`src/rtl/config_loader.sv`:
```
// config_loader: streams configuration words into a level-sensitive latch array.
// Each accepted word is presented on io_d_out for a setup cycle, strobed into
// its latch with a single one-hot enable, then held for one more cycle so the
// latch closes on stable data. All outputs decode from registered state only.
module config_loader #(
  parameter int WORD_W    = 32,
  parameter int NUM_WORDS = 20,
  parameter int IDX_W     = 5
) (
  input  logic                 clk,
  input  logic                 reset,
  input  logic                 io_start,
  input  logic                 io_abort,
  input  logic                 io_word_valid,
  input  logic [WORD_W-1:0]    io_word_data,
  output logic                 io_word_ready,
  output logic [WORD_W-1:0]    io_d_out,
  output logic [NUM_WORDS-1:0] io_configs_en,
  output logic                 io_busy,
  output logic                 io_done
);

  typedef enum logic [2:0] {
    S_IDLE,
    S_WAIT,
    S_SETUP,
    S_STROBE,
    S_HOLD,
    S_DONE
  } state_t;

  localparam logic [IDX_W-1:0] LAST_IDX = IDX_W'(NUM_WORDS - 1);

  state_t              state, state_next;
  logic [IDX_W-1:0]    idx, idx_next;
  logic [WORD_W-1:0]   data_q, data_next;

  // One-hot latch enable for the word currently being strobed.
  function automatic logic [NUM_WORDS-1:0] enable_decode(input logic [IDX_W-1:0] i);
    enable_decode = NUM_WORDS'(1) << i;
  endfunction

  // State, word index and latch data register; reset clears all of them so the
  // array bus returns to zero immediately.
  always_ff @(posedge clk) begin
    if (reset) begin
      state  <= S_IDLE;
      idx    <= '0;
      data_q <= '0;
    end else begin
      state  <= state_next;
      idx    <= idx_next;
      data_q <= data_next;
    end
  end

  // Sequencing and output decode. Abort overrides every non-idle transition and
  // blocks a word capture in the same cycle; in IDLE a start wins over abort.
  always_comb begin
    state_next    = state;
    idx_next      = idx;
    data_next     = data_q;
    io_word_ready = 1'b0;
    io_configs_en = '0;
    io_busy       = (state != S_IDLE);
    io_done       = 1'b0;

    case (state)
      S_IDLE: begin
        if (io_start) begin
          state_next = S_WAIT;
          idx_next   = '0;
        end
      end
      S_WAIT: begin
        io_word_ready = 1'b1;
        if (io_word_valid) begin
          data_next  = io_word_data;
          state_next = S_SETUP;
        end
      end
      S_SETUP: begin
        state_next = S_STROBE;
      end
      S_STROBE: begin
        io_configs_en = enable_decode(idx);
        state_next    = S_HOLD;
      end
      S_HOLD: begin
        if (idx == LAST_IDX) begin
          state_next = S_DONE;
        end else begin
          idx_next   = idx + IDX_W'(1);
          state_next = S_WAIT;
        end
      end
      S_DONE: begin
        io_done    = 1'b1;
        state_next = S_IDLE;
      end
      default: begin
        state_next = S_IDLE;
      end
    endcase

    if (io_abort && (state != S_IDLE)) begin
      state_next = S_IDLE;
      idx_next   = '0;
      data_next  = data_q;
    end
  end

  assign io_d_out = data_q;

endmodule

```
`config.mk`:
```
export PLATFORM = sky130hd
export DESIGN_NAME = config_loader
export DESIGN_NICKNAME = d
export VERILOG_FILES = /design/src/rtl/config_loader.sv
export SDC_FILE = /design/constraint.sdc
export NUM_CORES = 1
export LEC_CHECK = 0
export ABC_AREA = 1
export BUFFER_PORTS_ARGS = -buffer_cell sky130_fd_sc_hd__buf_2
export CORE_MARGIN = 2
export CORE_UTILIZATION = 50
export DETAILED_ROUTE_END_ITERATION = 7
export PLACE_DENSITY = 0.84
export SLEW_MARGIN = 5
export SYNTH_ARGS = -nofsm -noshare
export SYNTH_HDL_FRONTEND = slang
export SYNTH_SLANG_ARGS = --single-unit
```
`constraint.sdc`:
```
create_clock -name clk -period 2.7 [get_ports clk]
set_input_delay 0.405 -clock clk [delete_from_list [all_inputs] [get_ports clk]]
set_output_delay 0.405 -clock clk [all_outputs]
set_load 0.02 [all_outputs]
```
* Word level (Yosys, flattened, before mapping)
Index checks and enable logic that the tools add are counted.
** Storage, ports and cells
- Input bits :: 37
- Output and inout port bits :: 55
- Flip-flop bits (word level) :: 40
- Logic and storage cells :: 33
** Cells by class
- Add/subtract/negate cells :: 1
- Multiplexer cells :: 10
- Reduce and logical (&&, ||, !) cells :: 8
- Equality and inequality tests :: 9
- Bitwise gates (word level) :: 1
- Shift-type cells :: 1
** Operator list (count)
- $mux 20 :: 1
- $shl 1x5->20 const A :: 1
- $pmux 3 s5 :: 1
- $mux 5 :: 2
- $pmux 5 s2 :: 1
- $mux 3 :: 3
- $eq 3x2->1 const B :: 2
- $eq 3x3->1 const B :: 2
- $ne 2x2->1 const B :: 3
- $reduce_and 3->1 :: 2
- $add 5x1->5 const B :: 1
- $eq 5x5->1 const B :: 1
- $eq 3x1->1 const B :: 1
- $logic_not 3->1 :: 1
- $reduce_bool 3->1 :: 1
- $mux 1 :: 2
- $reduce_and 2->1 :: 1
- $reduce_bool 2->1 :: 1
- $reduce_or 2->1 :: 1
- $logic_and 1x1->1 :: 1
- $not 1->1 :: 1

* Longest topological paths before layout
Gate-level depths: netlist (run 1).
- Depth in word-level cells :: 4
- Depth in mapped cells :: 9
- Gate-level depth less buffers :: 8

* Worst setup path before layout (run 1)
No wires, ideal clock.
- Path type :: register to output
- Start point :: register state[0]
- End point :: output io_configs_en[8]
- Data arrival time :: 1.321 ns
- Cell stages (with the launch flop) :: 5
- Required time :: 2.295 ns
- Buffers on the path :: 0
- Setup slack :: 0.974 ns
- Path through :: dfxtp_1 -> nand2_1 -> nor2_1 -> nand3_1 -> nor3_1
** On the way
- Longest elaborated chain between the ends :: 2
** Ends and longest elaborated chain
- start: declaration :: RTL line 34 : state_t state, state_next;
- start signal: assignment :: RTL line 51 : state <= state_next;
- $eq 3x2->1 :: RTL line 68 : case (state)
- $mux 20 :: RTL line 68
- end: declaration :: RTL line 18 : output logic [NUM_WORDS-1:0] io_configs_en,
Every way passes these cells.

* Final worst setup path (run 1)
- Start point :: register state[0]
- End point :: output io_configs_en[10]
The elaborated chain is that of the path after synthesis.

==> key figures, run 1 <==
Drt
  • WL per Instance: 10.8 µm
  • Final ANT Viol Nets: 0
  • Initial DRC Count: 110
  • Via count: 2,035
  • DRT Pass-1 Iters: 4
  • Routed wire length: 4.65 mm
  • DRC viols: 0
  • Vias per Instance: 4.73

Power and ir drop
  • Leak pwr: 1.34 nW
  • Power Dens Cells: 603 nW/µm²
  • Worst IR Drop VDD: 0.382 mV

Synthesis
  • Average size of a mapped cell: 6.98 µm²
  • Gate Count Post-Synth: 291
  • Post-synthesis simple-gate area fraction: 47.3%
  • Main combinational cell family by area after synthesis: simple AND/OR/NAND/NOR gates
  • Seq/Total Area, Yosys: 39.4%
  • Yosys reg bits: 40
  • Synth Area in XOR/XNOR: 0%
  • Compound-Gate Fraction of Synth Area: 2.34%
  • Count of cell types in the netlist: 22
  • Synthesized area: 2030 µm²
  • YS warnings: 0
  • Synth Area in Adders: 3.70%
  • Mapped Nets: 334
  • Post-synthesis mux area share: 0%

Placed design
  • Port buffer count: 91
  • DP HPWL: 3.37 mm
  • GPL Wtd Cong: 0.860
  • Pre-CTS WS: 964 ps

Critical path
  • Arrival @ worst endpoint: 1660 ps
  • Setup crit end kind: primary output
  • Setup CP Type: register to primary output
  • Worst EP required: 2300 ps
  • Worst r2r dst: io_d_out[18]
  • CP Launch Type: register
  • R2R setup slack: 1030 ps
  • R2R cell count: 7
  • R2R Path Start: state[0]
  • Crit path max fanout: 6

Clocking
  • CTS resizes: 0
  • Clk_lat worst skew: 280 ps
  • CTS root buf: clkbuf_8
  • H-tree Lvls: 2
  • CTS tree: done
  • Setup Buffers After CTS: 0
  • Clk buf depth: 2
  • CTS Hold Buffers Added: 0
  • Reg clk slew, reported paths: 80 ps
  • Clock sink total: 40
  • TritonCTS buffer count: 5

Hold path
  • Worst Hold End: io_d_out[6]
  • HP Class: input pin to register
  • Hold_sp: io_word_data[6]
  • Min-Delay Path Depth: 4

STA
  • Setup-violating endpoint count in the final report: 0
  • Post-route clock period utilization: 76.3%
  • FMAX: 485 MHz
  • Setup TNS: 0 ps
  • Worst setup margin: 639 ps
  • Post-layout min period: 2060 ps
  • Clock Skew: 7.17 ps
  • Worst slew margin: 70.9%
  • RSZ-0062 raised after global routing: false
  • Worst-Margin Slew: 437 ps
  • Count of final max-slew check failures: 0
  • Fin. Hold Viols: 0

Floorplan
  • Row count: 23
  • Die Y: 67.7 µm
  • Starting Density: 51.5%
  • Core ar.: 3940 µm²
  • Die Area: 4590 µm²
  • I/O Pins: 92
  • Die width: 67.7 µm

Final layout
  • Area delta synth->final: 28.0%
  • Area of the multi-input gates: 1080 µm²
  • Share of cells above drive strength 1: 29.2%
  • Register area: 801 µm²
  • Most frequent cells in the layout: nor2_1, buf_2, nand2_1
  • ANT cells: 0
  • Commonest non-fill, non-tap cell in the layout: nor2_1
  • Fill cells: 375
  • Nets: 422

Global route
  • Gr usage total: 19.4%
  • First-pass GRT wire length: 6.78 mm
  • Largest net degree at the start of global routing: 35
  • Number of global-route vias before repair: 1,595
  • Initial antenna violation count: 0
  • Grt total ovfl: 0

Run
  • Max Cap Viol: 0

Run status
  • Status: finished, final reports clean
## layout make-up
type | instances | area share [%]
Multi-Input combinational cell | 220 | 41.6
Sequential cell | 40 | 30.8
Timing Repair Buffer | 94 | 18.4
Clock buffer | 6 | 2.79
Inverter | 18 | 2.60
Tap cell | 50 | 2.41
Clock inverter | 2 | 1.35
## report_power, final
group	switching, mW	internal (mW)
combinational	0.265	0.144
clock	0.196	0.274
sequential	0.0371	0.650
total	0.498	1.07
## flip-flops by register name, summed over array words and instances, names as in the netlist
name,flops
idx,5
io_d_out,32
state,3
## cells by family after synthesis
kind of cell | Yosys count
AND/OR/NAND/NOR | 205
flip-flops | 40
buffers and inverters | 31
AO/OA/AOI/OAI | 9
adder cells (fa/ha/maj) | 6
## how the worst max path moves through the flow
stage               startpoint                end  slack (ps)  cells after the start
finish                state[0]  io_configs_en[10]         640                      5
global route          state[0]  io_configs_en[13]         480                      5
detailed placement    state[0]  io_configs_en[14]         960                      5
global placement      state[0]  io_configs_en[13]        1040                      5
floorplan             state[0]   io_configs_en[8]         970                      4
CTS                   state[0]  io_configs_en[14]         650                      5
## critical path: stages, from the launching register on
cell,delay (ps)
dfxtp_1,450
nand2_1,100
nor2_1,250
nand3_1,260
nor2_1,150
buf_2,170
## through the flow
step	instances	hold slack (ps)	util [%]	power (mW)	cell area (µm²)
after global routing	430	435	65.9	1.65	2600
after CTS	430	428	65.9	1.58	2600
after global placement	422	445	63.2	1.10	2490
after detailed placement	422	451	63.2	1.11	2490
final	430	434	65.9	1.57	2600
after floorplan	291	497	-	0.997	2030
## cells in the mapped netlist
cell type | instances | area (µm²)
nor2_1 | 93 | 349
nand2_1 | 56 | 210
dfxtp_1 | 40 | 801
nand3b_1 | 33 | 248
inv_1 | 15 | 56.3
nand3_1 | 8 | 40.0
buf_2 | 7 | 35.0
nor3_1 | 7 | 35.0
ha_1 | 6 | 75.1
a21oi_1 | 5 | 25.0
buf_1 | 3 | 11.3
buf_6 | 3 | 33.8
inv_2 | 3 | 11.3
o21ai_0 | 3 | 15.0
nand2_2 | 2 | 12.5
a22oi_1 | 1 | 7.51
nand2_4 | 1 | 11.3
nand3_2 | 1 | 10.0
nand4_1 | 1 | 6.26
nor2_2 | 1 | 6.26
nor2_4 | 1 | 11.3
nor2_8 | 1 | 20.0
## routing by layer
layer	wire (µm)	part of all wire [%]	track usage [%]	up-vias
li1	-	-	-	1084
met1	2050	44	23.8	878
met2	2240	48	32.5	69
met3	294	6.3	6.00	4
met4	59	1.3	5.87	0
met5	0	0	0	-
Note: power is estimated with default switching activity, not from simulation.
==> run 2: changes to the inputs <==
- ABC_AREA: 1 -> 0
- CORE_UTILIZATION: 50 -> 42
- PLACE_DENSITY: 0.84 -> 0.76
- clock period: 2.7 -> 1.7 ns (I/O delays scaled with it)
==> key figures, run 2 <==
Drt
  • Final ANT Viol Nets: 0
  • Vias per Instance: 5.50
  • Initial DRC Count: 211
  • Via count: 2,102
  • DRT Pass-1 Iters: 4
  • DRC viols: 0
  • Routed wire length: 5.29 mm
  • WL per Instance: 13.8 µm

Critical path
  • CP Launch Type: register
  • Setup CP Type: register to primary output
  • Slowest cell on crit path: or4b_4
  • Critical Path Max Stage Delay: 530 ps
  • CP bufs+invs: 1
  • Worst EP required: 1440 ps
  • R2R Path Start: state[2]
  • Crit path max fanout: 4
  • Worst path cell trace: nand2_2 > or4b_4 > nor2_1 > buf_4
  • Arrival @ worst endpoint: 1490 ps
  • Setup crit end kind: primary output
  • Crit path launch: state[0]
  • Top delay family on crit path: simple AND/OR/NAND/NOR gates

Power and ir drop
  • Gate power share: 15.3%
  • Power, Total: 1.84 mW
  • Switching Power: 495 µW
  • Internal power: 1.35 mW
  • Worst IR Drop VDD: 0.524 mV
  • Power Dens Cells: 683 nW/µm²
  • Sw Share: 26.9%
  • Reg power frac: 52.7%
  • Clk network pwr share: 32.0%
  • Leak pwr: 1.16 nW

Synthesis
  • Main combinational cell family by area after synthesis: simple AND/OR/NAND/NOR gates
  • Gate Count Post-Synth: 240
  • Mapped Nets: 283
  • Synthesized area: 1950 µm²
  • Synth Flop Type: dfxtp_1
  • Average size of a mapped cell: 8.14 µm²
  • Post-synth top area cell: dfxtp_1
  • YS warnings: 0
  • Compound-Gate Fraction of Synth Area: 22.2%
  • Ys async rst share: 0%
  • Seq/Total Area, Yosys: 41.0%
  • Synth Area in Adders: 3.84%
  • Count of cell types in the netlist: 41
  • Post-synth EDFFs: 0
  • Yosys reg bits: 40
  • Top-count cell post-synth: dfxtp_1
  • Post-synthesis mux area share: 0.512%
  • Synth area leaders: dfxtp_1, a21oi_1, nand3_1
  • Post-synthesis simple-gate area fraction: 25.4%
  • Synth Area in XOR/XNOR: 0%
  • Top cell type's share of synthesized area: 41.0%
  • Commonest cells in the netlist: dfxtp_1, a21oi_1, nand3_1, o21ai_0, nor2_1

STA
  • FMAX: 574 MHz
  • RSZ-0062 raised after global routing: true
  • Worst-Margin Slew: 376 ps
  • Setup-violating endpoint count in the final report: 10
  • Post-layout min period: 1740 ps
  • Post-route clock period utilization: 103%
  • Fin. Hold Viols: 0
  • Worst slew margin: 74.6%
  • Worst setup margin: -42.6 ps
  • Count of final max-slew check failures: 0
  • Clock Skew: 2.27 ps

Run status
  • Status: finished, violations left
  • Failing checks: negative setup slack

Floorplan
  • I/O Pins: 92
  • Core ar.: 4410 µm²
  • Row count: 24
  • Starting Density: 44.3%
  • Die Y: 72.2 µm
  • Die width: 72.2 µm
  • Die Area: 5220 µm²

Global route
  • Grt total ovfl: 0
  • Largest net degree at the start of global routing: 33
  • Number of global-route vias before repair: 1,918
  • Gr usage total: 19.2%
  • Initial antenna violation count: 0
  • First-pass GRT wire length: 8.11 mm

Clocking
  • Reg clk slew, reported paths: 70 ps
  • H-tree Lvls: 2
  • Clock sink total: 40
  • Clk buf depth: 2
  • TritonCTS buffer count: 5
  • Clk_lat worst skew: 280 ps
  • CTS tree: done
  • CTS Hold Buffers Added: 0
  • CTS root buf: clkbuf_8

Final layout
  • ANT cells: 0
  • Nets: 373
  • Fin area: 2700 µm²
  • Share of cells above drive strength 1: 42.7%
  • Flip-flop count of the largest register after layout: 32
  • Commonest non-fill, non-tap cell in the layout: buf_2
  • Most frequent cells in the layout: buf_2, a21oi_1, nand3_1, dfxtp_1, o21ai_0
  • Area delta synth->final: 37.9%

Placed design
  • GPL Wtd Cong: 0.869
  • Port buffer count: 91
  • DP HPWL: 3.53 mm
  • Placement Cell Area: 2460 µm²

Hold path
  • Hold_sp: io_word_data[15]
  • HP Class: input pin to register

Run
  • Max Cap Viol: 0
run 2: changes by cell type in the layout (fill, tap and decap cells not counted), moves of 6 or more:
cell      before  now
a21oi_1        5   36
buf_2         91   76
buf_4          3   23
buf_6          0    6
dfxtp_1       40   34
inv_1         15    3
nand2_1       56    6
nand3_1        8   34
nand3b_1      33    1
nor2_1        93   11
o21ai_0        3   28
run 2: layout make-up:
class | count | area (µm²)
Clock buffer | 6 | 72.6
Clock inverter | 1 | 5.00
Fill cell | 416 | 1720
Inverter | 5 | 18.8
Multi-Input combinational cell | 172 | 1080
Sequential cell | 40 | 813
Tap cell | 52 | 65.1
Timing Repair Buffer | 106 | 641
run 2: stage by stage:
step,cells,setup WS [ps],TNS (ps),hold WS [ps],util [%]
floorplan,240,51.3,0,403,-
global placement,373,246,0,457,55.8
detailed placement,373,210,0,465,55.8
CTS,382,-21.6,-59.3,205,59.0
global route,382,-90.4,-953,205,61.1
finish,382,-42.6,-218,214,61.1
run 2: worst register-to-register path: cells and delay by family, from the launching register on:
family | cells | cell delay (ps)
compound gates | 2 | 490
buf+inv | 1 | 170
flops | 1 | 340
simple gates | 1 | 380
run 2: per-layer routing:
layer  GRT usage, %  vias to the layer above  wire [µm]
li1               -                     1043          -
met5              0                        -          0
met3           4.72                       13        388
met4           5.87                        0         93
met1           22.9                      959       2130
met2           34.0                       87       2680
run 2: power by group through the flow:
stage | logic (mW) | clock network [mW] | registers (mW)
floorplan | 0.152 | 0 | 1.02
global placement | 0.278 | 0 | 0.994
detailed placement | 0.279 | 0 | 0.995
CTS | 0.281 | 0.605 | 0.971
global route | 0.310 | 0.637 | 0.973
finish | 0.282 | 0.588 | 0.971
run 2: logic make-up after synthesis:
family,after synthesis
adder cells (fa/ha/maj),6
flip-flops,40
AND/OR/NAND/NOR,85
AO/OA/AOI/OAI,80
buffers and inverters,28
multiplexers,1
run 2: worst paths after layout:
check | endpoint | depth (start not counted) | slack (ps)
worst max-delay path | io_configs_en[16] | 4 | -40
worst min-delay path | io_d_out[15] | 3 | 210
worst max register to register | idx[3] | 4 | 230
worst min register to register | io_d_out[28] | 2 | 470
run 2: what timing repair did:
item | 4_1_cts | 5_1_grt
gates resized for setup | 21 | 27
setup endpoints to repair | 13 | 18
pin swaps | 6 | 4
buffers inserted | 2 | 0
==> run 3: changes to the inputs <==
==> constraint.sdc (replaced) <==
create_clock -name clk -period 1.7 [get_ports clk]
set_input_delay 0.17 -clock clk [delete_from_list [all_inputs] [get_ports clk]]
set_output_delay 0.17 -clock clk [all_outputs]
set_load 0.02 [all_outputs]
==> key figures, run 3 (synthesis results as in run 2) <==
Drt
  • DRC viols: 0
  • Final ANT Viol Nets: 0
  • Vias per Instance: 5.50
  • Initial DRC Count: 143
  • WL per Instance: 13.7 µm
  • Routed wire length: 5.24 mm
  • Via count: 2,102
  • DRT Pass-1 Iters: 5

Floorplan
  • Die Y: 72.2 µm
  • I/O Pins: 92
  • Row count: 24
  • Starting Density: 44.3%
  • Die Area: 5220 µm²
  • Die width: 72.2 µm
  • Core ar.: 4410 µm²

Power and ir drop
  • Internal power: 1.40 mW
  • Power, Total: 1.92 mW
  • Leak pwr: 1.17 nW
  • Switching Power: 512 µW
  • Gate power share: 15.1%
  • Power Dens Cells: 720 nW/µm²
  • Sw Share: 26.7%
  • Clk network pwr share: 33.9%
  • Reg power frac: 51.0%
  • Worst IR Drop VDD: 0.473 mV

Placed design
  • GPL Wtd Cong: 0.881
  • Placement Cell Area: 2440 µm²
  • Port buffer count: 91
  • DP HPWL: 3.56 mm

Final layout
  • Share of cells above drive strength 1: 40.6%
  • Most frequent cells in the layout: buf_2, a21oi_1, dfxtp_1
  • ANT cells: 0
  • Area delta synth->final: 36.2%
  • Flip-flop count of the largest register after layout: 32
  • Nets: 372
  • Commonest non-fill, non-tap cell in the layout: buf_2
  • Fin area: 2660 µm²

Clocking
  • Reg clk slew, reported paths: 80 ps
  • Clock sink total: 40
  • CTS root buf: clkbuf_8
  • H-tree Lvls: 2
  • TritonCTS buffer count: 5
  • Clk_lat worst skew: 290 ps
  • CTS tree: done
  • Clk buf depth: 2

Critical path
  • CP bufs+invs: 1
  • Slowest cell on crit path: or4b_4
  • Crit path max fanout: 6
  • Critical Path Max Stage Delay: 510 ps
  • Setup crit end kind: primary output
  • Arrival @ worst endpoint: 1510 ps
  • CP Launch Type: register
  • Setup CP Type: register to primary output
  • Top delay family on crit path: simple AND/OR/NAND/NOR gates
  • Worst path cell trace: nand2_4 > or4b_4 > nor2_1 > buf_4
  • Worst EP required: 1530 ps

Global route
  • Grt total ovfl: 0
  • Initial antenna violation count: 0
  • Gr usage total: 19.5%
  • Largest net degree at the start of global routing: 34
  • Number of global-route vias before repair: 1,849
  • First-pass GRT wire length: 8.23 mm

Hold path
  • HP Class: input pin to register

STA
  • Count of final max-slew check failures: 0
  • Worst slew margin: 34.8%
  • RSZ-0062 raised after global routing: true
  • Setup-violating endpoint count in the final report: 0
  • Post-layout min period: 1680 ps
  • FMAX: 595 MHz
  • Setup TNS: 0 ps
  • Fin. Hold Viols: 0
  • Clock Skew: 3.19 ps
  • Worst-Margin Slew: 977 ps
  • Post-route clock period utilization: 98.8%

Run
  • Max Cap Viol: 0

Run status
  • Status: finished, final reports clean
-- run 3: cell types whose count changed in the layout (fill, tap and decap cells not counted), moves of 2 or more --
| cell | change |
|---|---|
| nor2_1 | +3 |
| buf_2 | +5 |
| nor2_2 | -2 |
| dfxtp_2 | -2 |
| buf_4 | -5 |
| nand2_2 | -2 |
| ha_4 | -2 |
| inv_2 | -2 |
| inv_1 | +2 |
-- run 3: repair_timing --
action / CTS / global route
pin swaps: 0 / 5
hold buffers: 0 / 0
gates resized for setup: 7 / 27
setup endpoints to repair: 18 / 17
buffers inserted: 3 / 1
-- run 3: worst paths after layout --
kind	startpoint	endpoint	slack (ps)	cells past startpoint
max	state[1]	io_configs_en[19]	20	4
min	io_word_data[23]	io_d_out[23]	120	3
max reg2reg	idx[0]	idx[0]	90	4
min reg2reg	io_d_out[2]	io_d_out[2]	470	2
-- run 3: tightest hold or removal path, cell delays in order --
cell     delay [ps]
buf_2           100
nand3_1          50
a21oi_1          50
-- run 3: metrics by stage --
stage,util (%),instances,hold slack [ps],setup WS [ps]
after floorplan,-,240,318,136
final,60.3,382,124,19.6
after CTS,58.2,381,115,-0.806
after global placement,55.3,370,422,208
after detailed placement,55.3,370,429,129
after global routing,60.3,382,115,-57.7
-- run 3: area by class of cell --
type / instances / area [µm²]
Timing Repair Buffer: 105 / 617
Tap cell: 52 / 65.1
Sequential cell: 40 / 815
Inverter: 5 / 18.8
Fill cell: 403 / 1750
Clock inverter: 1 / 7.51
Clock buffer: 7 / 86.3
Multi-Input combinational cell: 172 / 1050
-- run 3: power groups by stage --
stage	clock network, mW	logic (mW)	registers (mW)
after global placement	0	0.270	0.999
after detailed placement	0	0.273	1.00
after CTS	0.673	0.287	0.977
after floorplan	0	0.152	1.02
after global routing	0.710	0.318	0.980
final	0.650	0.289	0.977
-- run 3: metal layers --
layer  up-vias  share of wire [%]  track usage [%]
met5         -                  0                0
met4         0                1.1             6.71
met3         5                5.8             5.56
met2        73                 50             32.5
met1       979                 44             24.2
li1       1045                  -                -
